## src/rtl/pipe_hazard_ctrl_if.sv

```systemverilog
// Hazard-controller bundle: hazard sources from the pipeline in, register enables/flushes and debug state out.
// The master side is the pipeline datapath, and the slave side is the sequencer.
interface pipe_hazard_ctrl_if #(
   parameter int REG_W = 5,
   parameter int CNT_W = 16
);
   logic [REG_W-1:0] ifid_rs_i;
   logic [REG_W-1:0] ifid_rt_i;
   logic             idex_memread_i;
   logic [REG_W-1:0] idex_rt_i;
   logic             jump_i;
   logic             branch_taken_i;
   logic             dmem_busy_i;
   logic             pc_we_o;
   logic             ifid_we_o;
   logic             idex_we_o;
   logic             exmem_we_o;
   logic             ifid_flush_o;
   logic             idex_flush_o;
   logic             exmem_flush_o;
   logic             memwb_flush_o;
   logic [1:0]       state_o;
   logic             timeout_o;
   logic [CNT_W-1:0] stall_cnt_o;
   logic [CNT_W-1:0] flush_cnt_o;

   modport master (
      output ifid_rs_i, ifid_rt_i, idex_memread_i, idex_rt_i, jump_i, branch_taken_i, dmem_busy_i,
      input  pc_we_o, ifid_we_o, idex_we_o, exmem_we_o, ifid_flush_o, idex_flush_o,
             exmem_flush_o, memwb_flush_o, state_o, timeout_o, stall_cnt_o, flush_cnt_o
   );
   modport slave (
      input  ifid_rs_i, ifid_rt_i, idex_memread_i, idex_rt_i, jump_i, branch_taken_i, dmem_busy_i,
      output pc_we_o, ifid_we_o, idex_we_o, exmem_we_o, ifid_flush_o, idex_flush_o,
             exmem_flush_o, memwb_flush_o, state_o, timeout_o, stall_cnt_o, flush_cnt_o
   );
endinterface

```

## src/rtl/pipe_hazard_ctrl.sv

```systemverilog
// Stall/flush sequencer for the 5-stage pipeline. Enables and flushes are combinational from state and inputs.
// State and the saturating debug counters update on clk_i.
module pipe_hazard_ctrl #(
   parameter int REG_W    = 5,
   parameter int WAIT_MAX = 15,
   parameter int CNT_W    = 16
) (
   input  logic                 clk_i,
   input  logic                 rst_i,
   pipe_hazard_ctrl_if.slave    bus
);
   typedef enum logic [1:0] {S_RUN = 2'd0, S_LU_STALL = 2'd1, S_MEM_WAIT = 2'd2, S_ERR = 2'd3} state_t;
   typedef enum logic [2:0] {A_NONE, A_FREEZE, A_BRANCH, A_LU, A_JUMP} act_t;

   localparam logic [7:0] WAIT_MAX_C = 8'(WAIT_MAX);

   state_t           state_q, state_d;
   logic [7:0]       wait_q, wait_d;
   logic             timeout_q, timeout_d;
   logic [CNT_W-1:0] stall_q, stall_d;
   logic [CNT_W-1:0] flush_q, flush_d;
   logic             lu_hit;
   act_t             act;

   assign lu_hit = bus.idex_memread_i && (bus.idex_rt_i != '0) &&
                   ((bus.idex_rt_i == bus.ifid_rs_i) || (bus.idex_rt_i == bus.ifid_rt_i));

   // Shared decision: both next-state and output logic key off the same action.
   always_comb begin
      act = A_NONE;
      unique case (state_q)
         S_RUN, S_LU_STALL, S_MEM_WAIT: begin
            if (bus.dmem_busy_i)                      act = A_FREEZE;
            else if (bus.branch_taken_i)              act = A_BRANCH;
            else if (lu_hit && state_q != S_LU_STALL) act = A_LU;
            else if (bus.jump_i)                      act = A_JUMP;
         end
         default: act = A_FREEZE;
      endcase
   end

   always_ff @(posedge clk_i or posedge rst_i) begin
      if (rst_i) begin
         state_q   <= S_RUN;
         wait_q    <= '0;
         timeout_q <= 1'b0;
         stall_q   <= '0;
         flush_q   <= '0;
      end else begin
         state_q   <= state_d;
         wait_q    <= wait_d;
         timeout_q <= timeout_d;
         stall_q   <= stall_d;
         flush_q   <= flush_d;
      end
   end

   always_comb begin
      state_d   = state_q;
      wait_d    = wait_q;
      timeout_d = timeout_q;
      stall_d   = stall_q;
      flush_d   = flush_q;
      if (state_q != S_ERR) begin
         unique case (act)
            A_FREEZE: begin
               if (stall_q != '1) stall_d = stall_q + CNT_W'(1);
               if (state_q != S_MEM_WAIT) begin
                  state_d = S_MEM_WAIT;
                  wait_d  = 8'd1;
               end else if (wait_q == WAIT_MAX_C) begin
                  state_d   = S_ERR;
                  timeout_d = 1'b1;
               end else begin
                  wait_d = wait_q + 8'd1;
               end
            end
            A_LU: begin
               if (stall_q != '1) stall_d = stall_q + CNT_W'(1);
               state_d = S_LU_STALL;
               wait_d  = '0;
            end
            A_BRANCH, A_JUMP: begin
               if (flush_q != '1) flush_d = flush_q + CNT_W'(1);
               state_d = S_RUN;
               wait_d  = '0;
            end
            default: begin
               state_d = S_RUN;
               wait_d  = '0;
            end
         endcase
      end
   end

   always_comb begin
      bus.pc_we_o       = 1'b1;
      bus.ifid_we_o     = 1'b1;
      bus.idex_we_o     = 1'b1;
      bus.exmem_we_o    = 1'b1;
      bus.ifid_flush_o  = 1'b0;
      bus.idex_flush_o  = 1'b0;
      bus.exmem_flush_o = 1'b0;
      bus.memwb_flush_o = 1'b0;
      unique case (act)
         A_FREEZE: begin
            bus.pc_we_o       = 1'b0;
            bus.ifid_we_o     = 1'b0;
            bus.idex_we_o     = 1'b0;
            bus.exmem_we_o    = 1'b0;
            bus.memwb_flush_o = 1'b1;
         end
         A_BRANCH: begin
            bus.ifid_flush_o  = 1'b1;
            bus.idex_flush_o  = 1'b1;
            bus.exmem_flush_o = 1'b1;
         end
         A_LU: begin
            bus.pc_we_o      = 1'b0;
            bus.ifid_we_o    = 1'b0;
            bus.idex_flush_o = 1'b1;
         end
         A_JUMP:  bus.ifid_flush_o = 1'b1;
         default: ;
      endcase
      // Reset holds every pipeline register in its bubble state, not merely stalled.
      if (rst_i) begin
         bus.pc_we_o       = 1'b0;
         bus.ifid_we_o     = 1'b0;
         bus.idex_we_o     = 1'b0;
         bus.exmem_we_o    = 1'b0;
         bus.ifid_flush_o  = 1'b1;
         bus.idex_flush_o  = 1'b1;
         bus.exmem_flush_o = 1'b1;
         bus.memwb_flush_o = 1'b1;
      end
   end

   assign bus.state_o     = state_q;
   assign bus.timeout_o   = timeout_q;
   assign bus.stall_cnt_o = stall_q;
   assign bus.flush_cnt_o = flush_q;
endmodule
```

## src/flat_wrapper.sv

```systemverilog
// flat-port wrapper written by rule: the top's interface ports become plain ports
module pipe_hazard_ctrl_flat 
#(
   parameter int REG_W    = 5,
   parameter int WAIT_MAX = 15,
   parameter int CNT_W    = 16
)
  (clk_i, rst_i, bus_ifid_rs_i, bus_ifid_rt_i, bus_idex_memread_i, bus_idex_rt_i, bus_jump_i, bus_branch_taken_i, bus_dmem_busy_i, bus_pc_we_o, bus_ifid_we_o, bus_idex_we_o, bus_exmem_we_o, bus_ifid_flush_o, bus_idex_flush_o, bus_exmem_flush_o, bus_memwb_flush_o, bus_state_o, bus_timeout_o, bus_stall_cnt_o, bus_flush_cnt_o);
  pipe_hazard_ctrl_if #(.REG_W(REG_W), .CNT_W(CNT_W)) bus_i ();
  input  logic clk_i;
  input  logic rst_i;
  input wire logic [$bits(bus_i.ifid_rs_i)-1:0] bus_ifid_rs_i;
  input wire logic [$bits(bus_i.ifid_rt_i)-1:0] bus_ifid_rt_i;
  input wire logic [$bits(bus_i.idex_memread_i)-1:0] bus_idex_memread_i;
  input wire logic [$bits(bus_i.idex_rt_i)-1:0] bus_idex_rt_i;
  input wire logic [$bits(bus_i.jump_i)-1:0] bus_jump_i;
  input wire logic [$bits(bus_i.branch_taken_i)-1:0] bus_branch_taken_i;
  input wire logic [$bits(bus_i.dmem_busy_i)-1:0] bus_dmem_busy_i;
  output wire logic [$bits(bus_i.pc_we_o)-1:0] bus_pc_we_o;
  output wire logic [$bits(bus_i.ifid_we_o)-1:0] bus_ifid_we_o;
  output wire logic [$bits(bus_i.idex_we_o)-1:0] bus_idex_we_o;
  output wire logic [$bits(bus_i.exmem_we_o)-1:0] bus_exmem_we_o;
  output wire logic [$bits(bus_i.ifid_flush_o)-1:0] bus_ifid_flush_o;
  output wire logic [$bits(bus_i.idex_flush_o)-1:0] bus_idex_flush_o;
  output wire logic [$bits(bus_i.exmem_flush_o)-1:0] bus_exmem_flush_o;
  output wire logic [$bits(bus_i.memwb_flush_o)-1:0] bus_memwb_flush_o;
  output wire logic [$bits(bus_i.state_o)-1:0] bus_state_o;
  output wire logic [$bits(bus_i.timeout_o)-1:0] bus_timeout_o;
  output wire logic [$bits(bus_i.stall_cnt_o)-1:0] bus_stall_cnt_o;
  output wire logic [$bits(bus_i.flush_cnt_o)-1:0] bus_flush_cnt_o;
  assign bus_i.ifid_rs_i = bus_ifid_rs_i;
  assign bus_i.ifid_rt_i = bus_ifid_rt_i;
  assign bus_i.idex_memread_i = bus_idex_memread_i;
  assign bus_i.idex_rt_i = bus_idex_rt_i;
  assign bus_i.jump_i = bus_jump_i;
  assign bus_i.branch_taken_i = bus_branch_taken_i;
  assign bus_i.dmem_busy_i = bus_dmem_busy_i;
  assign bus_pc_we_o = bus_i.pc_we_o;
  assign bus_ifid_we_o = bus_i.ifid_we_o;
  assign bus_idex_we_o = bus_i.idex_we_o;
  assign bus_exmem_we_o = bus_i.exmem_we_o;
  assign bus_ifid_flush_o = bus_i.ifid_flush_o;
  assign bus_idex_flush_o = bus_i.idex_flush_o;
  assign bus_exmem_flush_o = bus_i.exmem_flush_o;
  assign bus_memwb_flush_o = bus_i.memwb_flush_o;
  assign bus_state_o = bus_i.state_o;
  assign bus_timeout_o = bus_i.timeout_o;
  assign bus_stall_cnt_o = bus_i.stall_cnt_o;
  assign bus_flush_cnt_o = bus_i.flush_cnt_o;
  pipe_hazard_ctrl #(.REG_W(REG_W), .WAIT_MAX(WAIT_MAX), .CNT_W(CNT_W)) u_core (.clk_i(clk_i), .rst_i(rst_i), .bus(bus_i));
endmodule
```

## config.mk

```make
export PLATFORM = sky130hd
export DESIGN_NAME = pipe_hazard_ctrl_flat
export DESIGN_NICKNAME = d
export VERILOG_FILES = /design/src/rtl/pipe_hazard_ctrl_if.sv /design/src/rtl/pipe_hazard_ctrl.sv /design/src/flat_wrapper.sv
export SDC_FILE = /design/constraint.sdc
export NUM_CORES = 1
export LEC_CHECK = 0
export CAP_MARGIN = 30
export CORE_AREA = 2 2 87 89
export DETAILED_ROUTE_END_ITERATION = 12
export DIE_AREA = 0 0 89 91
export SLEW_MARGIN = 20
export SYNTH_ARGS = -nofsm -noshare
export SYNTH_HDL_FRONTEND = slang
export SYNTH_SLANG_ARGS = --single-unit
```

## constraint.sdc

```tcl
create_clock -name clk_i -period 2.1 [get_ports clk_i]
set_input_delay 0.42 -clock clk_i [delete_from_list [all_inputs] [get_ports clk_i]]
set_output_delay 0.42 -clock clk_i [all_outputs]
set_load 0.01 [all_outputs]
```

==> flow_metrics.env, run 1 <==
export IMPL_status="finished, final reports clean"
export IMPL_drv_cap=0
export IMPL_synth_top_area_share_pct=49.4
export IMPL_drt_iter0_markers=42
export IMPL_cts_clk_slew_worst_paths_ns=0.09
export IMPL_hp_class="reg -> reg"
export IMPL_finalClockSkew_ns=0.00662
export IMPL_slowest_stage="or4_4"
export IMPL_slowest_delay_ns=0.54
export IMPL_worst_pin_slew_ns=0.566
export IMPL_yosys_register_bits=43
export IMPL_dieArea_mm2=0.00810
export IMPL_syn_num_nets=226
export IMPL_leakagePower_nw=1.45
export IMPL_overflow=0
export IMPL_critical_path_arrival_ns=2.31
export IMPL_r2r_end="u_core.bus.flush_cnt_o[7]$_DFFE_PP0P_"
export IMPL_synthToLayoutAreaGrowth_pct=51.4
export IMPL_reg2regPathDepth=7
export IMPL_synth_flop_cell="dfrtp_1"
export IMPL_maxSlewHeadroom_pct=62.3
export IMPL_cts_root_buf="clkbuf_8"
export IMPL_post_place_ws_ns=-0.827
export IMPL_first_pass_iters=4
export IMPL_antenna_found_initial=0
export IMPL_cts_tree="built"
export IMPL_fin_util_pct=46.2
export IMPL_synthSimpleGateAreaFrac_pct=20.2
export IMPL_finalCriticalPeriod_ns=2.09
export IMPL_syn_avg_cell_area_um2=10.8
export IMPL_holdBufCountCts=0
export IMPL_synth_compound_area_share_pct=6.26
export IMPL_drc=0
export IMPL_port_buffers=63
export IMPL_fmax_mhz=478
export IMPL_path_delay_family="simple AND/OR/NAND/NOR gates"
export IMPL_synth_top_area_cell="dfrtp_1"
export IMPL_finish_net_count=321
export IMPL_die_x_um=89
export IMPL_whs_ns=0.461
export IMPL_required_ns=2.32
export IMPL_synthAdderAreaFrac_pct=1.72
export IMPL_synth_warnings=0
export IMPL_grt_pass1_vias=1712
export IMPL_netlist_area_mm2=0.00218
export IMPL_fin_crit_sh_pct=99.6
export IMPL_tns_ns=0
export IMPL_finalSetupViolCount=0
export IMPL_ys_types=32
export IMPL_num_rows=31
export IMPL_synth_most_common_cell="dfrtp_1"
export IMPL_routed_wl_um=5170
export IMPL_synthXorXnorAreaFrac_pct=18.5
export IMPL_start_util_pct=30.5
export IMPL_startpoint_type="input port"
export IMPL_routedWlPerCell_um=13.0
export IMPL_track_usage_pct=12.9
export IMPL_synth_top_family_by_area="simple AND/OR/NAND/NOR gates"
export IMPL_hpwl_um=3780
export IMPL_synthCells=202
export IMPL_synthMuxAreaShare_pct=1.03
export IMPL_ir_drop_uv=447
export IMPL_grt_max_degree=44
export IMPL_rrSetupSlack_ns=0.03
export IMPL_gp_congestion=0.839
export IMPL_routed_via_density=4.55
export IMPL_cp_num_buf_inv=3
export IMPL_synth_top_cells_by_area="dfrtp_1, xnor2_1, xor2_1, nand4_1, and3_1"
export IMPL_critPathKind="in -> reg"
export IMPL_pwr_density_cell_mw_per_mm2=770
export IMPL_cp_end_kind="register"
export IMPL_rsz0062_at_grt="true"
export IMPL_synth_edf_count=0
export IMPL_drt_antenna_violating_nets=0
export IMPL_cts_htree_levels=2
export IMPL_async_reset_ff_share_pct=100
export IMPL_antenna_cells=0
export IMPL_layout_setup_ws_ns=0.00810
export IMPL_crit_fanout=8
export IMPL_critPathLaunch="bus_idex_rt_i[4]"
export IMPL_cts_max_path_buffers=2
export IMPL_p_total_mw=2.54
export IMPL_fp_dieH_um=91
export IMPL_clock_sinks=43
export IMPL_cp_cell_sequence="buf_8, or4_4, o221ai_4, nor3_4, buf_6, a311oi_4, buf_12, and4_4, xor2_1"
export IMPL_cp_num_cells=9
export IMPL_ys_top_cells_by_count="dfrtp_1, xnor2_1, xor2_1"
export IMPL_regToRegStartpoint="u_core.bus.flush_cnt_o[7]$_DFFE_PP0P_"
export IMPL_pin_count=64
export IMPL_coreArea_mm2=0.00714
export IMPL_vias=1805
export IMPL_slew_violations=0
export IMPL_clk_latency_ns=0.29
export IMPL_hold_viol=0
export IMPL_worstSetupEndpoint="u_core.bus.flush_cnt_o[7]$_DFFE_PP0P_"
export IMPL_cts_inserted_buffers=5
export IMPL_num_fill_cells=704
export IMPL_drive_gt1_share_pct=24.5
export IMPL_grt_pass1_wl_um=8220
export IMPL_ys_seq_area_share_pct=49.4
-- cells in the final DEF, fill, tap and decap left out, drive strengths merged, types with 2 or more instances in the layout --
cell / Yosys / final
xnor2: 27 / 27
nor2: 13 / 13
ha: 3 / 3
clkbuf: 1 / 14
clkdlybuf4s15: 0 / 5
clkinv: 0 / 2
nand4: 16 / 16
clkdlybuf4s50: 0 / 39
dlygate4sd2: 0 / 3
xor2: 19 / 19
buf: 4 / 36
o21ai: 7 / 7
and4: 5 / 5
mux2: 2 / 2
nand3: 12 / 12
dfrtp: 43 / 43
and3: 11 / 11
inv: 7 / 6
nand2: 15 / 15
a21oi: 2 / 2
nor3: 3 / 3
-- sequential cells by signal, summed over array words and instances, names as in the netlist --
signal,count
u_core.bus.flush_cnt_o,16
u_core.bus.stall_cnt_o,16
u_core.wait_q,8
u_core.bus.state_o,2
u_core.bus.timeout_o,1
-- where the power goes --
group / internal [mW] / total (mW) / switching (mW)
registers: 0.956 / 1.11 / 0.155
clock network: 0.354 / 0.643 / 0.288
logic: 0.469 / 0.787 / 0.318
-- layer usage --
layer	vias up	track usage [%]	share of wire, %
li1	901	-	-
met1	870	17.1	46
met2	32	20.8	51
met3	2	3.45	3.2
met4	0	3.23	0.41
met5	-	0	0
-- cells by family (layout without fill, tap and decap cells) --
group / Yosys count / in the layout
AOI/OAI and AO/OA: 16 / 16
xor gates and xnor gates: 46 / 46
adders and majority gates: 3 / 3
buffers and inverters: 12 / 108
DFF: 43 / 43
muxes: 2 / 2
and+or+nand+nor: 80 / 80
-- repair_timing --
item | in CTS | in global routing
buffers inserted | 1 | 3
gates cloned | 0 | 1
gates resized for setup | 53 | 39
setup endpoints to repair | 40 | 29
pin swaps | 10 | 26
-- metrics by stage --
step / std cells / cell area [um^2]
3_5_place_dp: 385 / 3120
3_3_place_gp: 385 / 3120
5_1_grt: 397 / 3300
6_report: 397 / 3300
4_1_cts: 394 / 3200
2_1_floorplan: 202 / 2180
-- layout make-up --
class	count	area (um^2)	area share, %
clock buffer	5	68.8	2.09
inverter	7	30.0	0.910
tap	99	124	3.76
timing repair buffer	93	850	25.8
multi-input combinational	147	1110	33.5
clock inverter	3	43.8	1.33
sequential	43	1080	32.6
-- worst min path at each step --
stage | start | endpoint | cells past startpoint
4_1_cts | u_core.bus.timeout_o$_DFFE_PP0P_ | u_core.bus.timeout_o$_DFFE_PP0P_ | 1
3_5_place_dp | u_core.bus.timeout_o$_DFFE_PP0P_ | u_core.bus.timeout_o$_DFFE_PP0P_ | 1
3_3_place_gp | u_core.bus.timeout_o$_DFFE_PP0P_ | u_core.bus.timeout_o$_DFFE_PP0P_ | 1
6_report | u_core.bus.timeout_o$_DFFE_PP0P_ | u_core.bus.timeout_o$_DFFE_PP0P_ | 1
5_1_grt | u_core.bus.timeout_o$_DFFE_PP0P_ | u_core.bus.timeout_o$_DFFE_PP0P_ | 1
2_1_floorplan | rst_i | u_core.bus.flush_cnt_o[0]$_DFFE_PP0P_ | 1
Power figures use the tool's default switching activity.
==> inputs of run 2 (changes only) <==
==> constraint.sdc (replaced) <==
create_clock -name clk_i -period 2.2 [get_ports clk_i]
set_input_delay 0.44 -clock clk_i [delete_from_list [all_inputs] [get_ports clk_i]]
set_output_delay 0.44 -clock clk_i [all_outputs]
set_load 0.01 [all_outputs]
==> run 2 against run 1 <==
- clock skew increased by 0.0022 ns
- via count rose by 0.72%
- sequential power about the same
- sequential share of layout area rose by 0.97 points
- non-clock buffer count down 6
==> flow_metrics.env, run 2 (synthesis results as in run 1) <==
export IMPL_status="finished, final reports clean"
export IMPL_drc=0
export IMPL_vias=1818
export IMPL_drt_antenna_violating_nets=0
export IMPL_cts_root_buf="clkbuf_8"
export IMPL_synthToLayoutAreaGrowth_pct=47.0
export IMPL_start_util_pct=30.5
export IMPL_antenna_cells=0
export IMPL_crit_fanout=2
export IMPL_min_path_cells=1
export IMPL_drive_gt1_share_pct=21.2
export IMPL_final_cells=391
export IMPL_coreArea_mm2=0.00714
export IMPL_p_total_mw=2.28
export IMPL_die_x_um=89
export IMPL_rsz0062_at_grt="true"
export IMPL_cp_end_kind="output pin"
export IMPL_worst_pin_slew_ns=0.554
export IMPL_slew_violations=0
export IMPL_cts_tree="built"
export IMPL_maxSlewHeadroom_pct=63.0
export IMPL_finish_net_count=315
export IMPL_dp_cells=378
export IMPL_cts_max_path_buffers=2
export IMPL_finalClockSkew_ns=0.00877
export IMPL_cts_inserted_buffers=5
export IMPL_fin_crit_sh_pct=96.6
export IMPL_hold_viol=0
export IMPL_track_usage_pct=13.4
export IMPL_rrSetupSlack_ns=0.16
export IMPL_leakagePower_nw=1.39
export IMPL_ir_drop_uv=364
export IMPL_overflow=0
export IMPL_first_pass_iters=4
export IMPL_grt_pass1_wl_um=8670
export IMPL_finalSetupViolCount=0
export IMPL_pwr_density_cell_mw_per_mm2=711
export IMPL_routed_wl_um=5170
export IMPL_required_ns=1.76
export IMPL_layout_setup_ws_ns=0.0741
export IMPL_critical_path_arrival_ns=1.69
export IMPL_port_buffers=63
export IMPL_grt_pass1_vias=1751
export IMPL_clock_sinks=43
export IMPL_pin_count=64
export IMPL_tns_ns=0
export IMPL_gp_congestion=0.833
export IMPL_reg2regPathDepth=8
export IMPL_layout_common_cells="dfrtp_1, clkdlybuf4s50_1, xnor2_1, buf_4, xor2_1"
export IMPL_drt_iter0_markers=92
export IMPL_layout_commonest_cell="dfrtp_1"
export IMPL_cts_clk_slew_worst_paths_ns=0.09
export IMPL_routedWlPerCell_um=13.2
export IMPL_dieArea_mm2=0.00810
export IMPL_num_fill_cells=704
export IMPL_fin_util_pct=44.9
export IMPL_startpoint_type="input port"
export IMPL_fp_dieH_um=91
export IMPL_hp_class="reg -> reg"
export IMPL_grt_max_degree=44
export IMPL_hpwl_um=3760
export IMPL_routed_via_density=4.65
export IMPL_cts_htree_levels=2
export IMPL_drv_cap=0
export IMPL_num_rows=31
export IMPL_critPathKind="in -> out"
export IMPL_finalCriticalPeriod_ns=2.13
export IMPL_clk_latency_ns=0.30
export IMPL_post_place_ws_ns=-0.722
export IMPL_fmax_mhz=470
export IMPL_antenna_found_initial=0
## run 2: cell count changes in the layout (fill, tap and decap cells not counted), sizes merged
cell	delta
buf	-4
bufinv	-1
clkinvlp	+1
clkbuf	-1
dlymetal6s2s	-1
clkdlybuf4s50	+1
clkinv	-1
## run 2: timing repair
| item | 4_1_cts | 5_1_grt |
|---|---|---|
| gates resized for setup | 61 | 25 |
| hold buffers | 0 | 0 |
| buffers inserted | 2 | 2 |
| pin swaps | 5 | 13 |
| gates cloned | 1 | 0 |
| setup endpoints to repair | 38 | 35 |
## run 2: worst paths after layout
check / from / endpoint
max in group asynchronous: rst_i / u_core.bus.flush_cnt_o[6]$_DFFE_PP0P_
max: bus_ifid_rt_i[4] / bus_idex_flush_o
min: u_core.bus.timeout_o$_DFFE_PP0P_ / u_core.bus.timeout_o$_DFFE_PP0P_
min reg2reg: u_core.bus.timeout_o$_DFFE_PP0P_ / u_core.bus.timeout_o$_DFFE_PP0P_
max reg2reg: u_core.bus.flush_cnt_o[0]$_DFFE_PP0P_ / u_core.bus.flush_cnt_o[15]$_DFFE_PP0P_
min in group asynchronous: rst_i / u_core.wait_q[1]$_DFFE_PP0P_
## run 2: final cells by class
| class | instances | area, um^2 | area share, % |
|---|---|---|---|
| sequential | 43 | 1080 | 33.6 |
| clock inverter | 2 | 12.5 | 0.391 |
| multi-input combinational | 147 | 1090 | 34.0 |
| inverter | 7 | 30.0 | 0.938 |
| tap | 99 | 124 | 3.87 |
| timing repair buffer | 87 | 800 | 25.0 |
| clock buffer | 6 | 72.6 | 2.27 |
## run 2: power by group
| part | switching (mW) | leakage (nW) | internal [mW] |
|---|---|---|---|
| Sequential | 0.166 | 0.573 | 0.913 |
| Combinational | 0.276 | 0.779 | 0.423 |
| Clock | 0.277 | 0.0412 | 0.222 |
| Total | 0.718 | 1.39 | 1.56 |
## run 2: worst max-delay path: stages
cell and delay, ns:
clkdlybuf4s15_1 0.17, xor2_1 0.15, nor3_2 0.19, a22oi_2 0.08
or3_4 0.40, o21ai_2 0.12, buf_2 0.14
## run 2: through the flow
stage	cell area (um^2)	hold slack, ns
final	3200	0.463
after detailed placement	3070	0.447
after CTS	3180	0.469
after floorplan	2180	0.442
after global routing	3200	0.490
after global placement	3070	0.447
## run 2: per-layer routing
layer | routed length (um) | vias to the layer above | track usage, % | share of wire (%)
met5 | 0 | - | 0 | 0
met4 | 61 | 0 | 3.73 | 1.2
met3 | 221 | 7 | 3.27 | 4.3
met2 | 2610 | 37 | 21.5 | 51
met1 | 2270 | 887 | 17.9 | 44
li1 | - | 887 | - | -
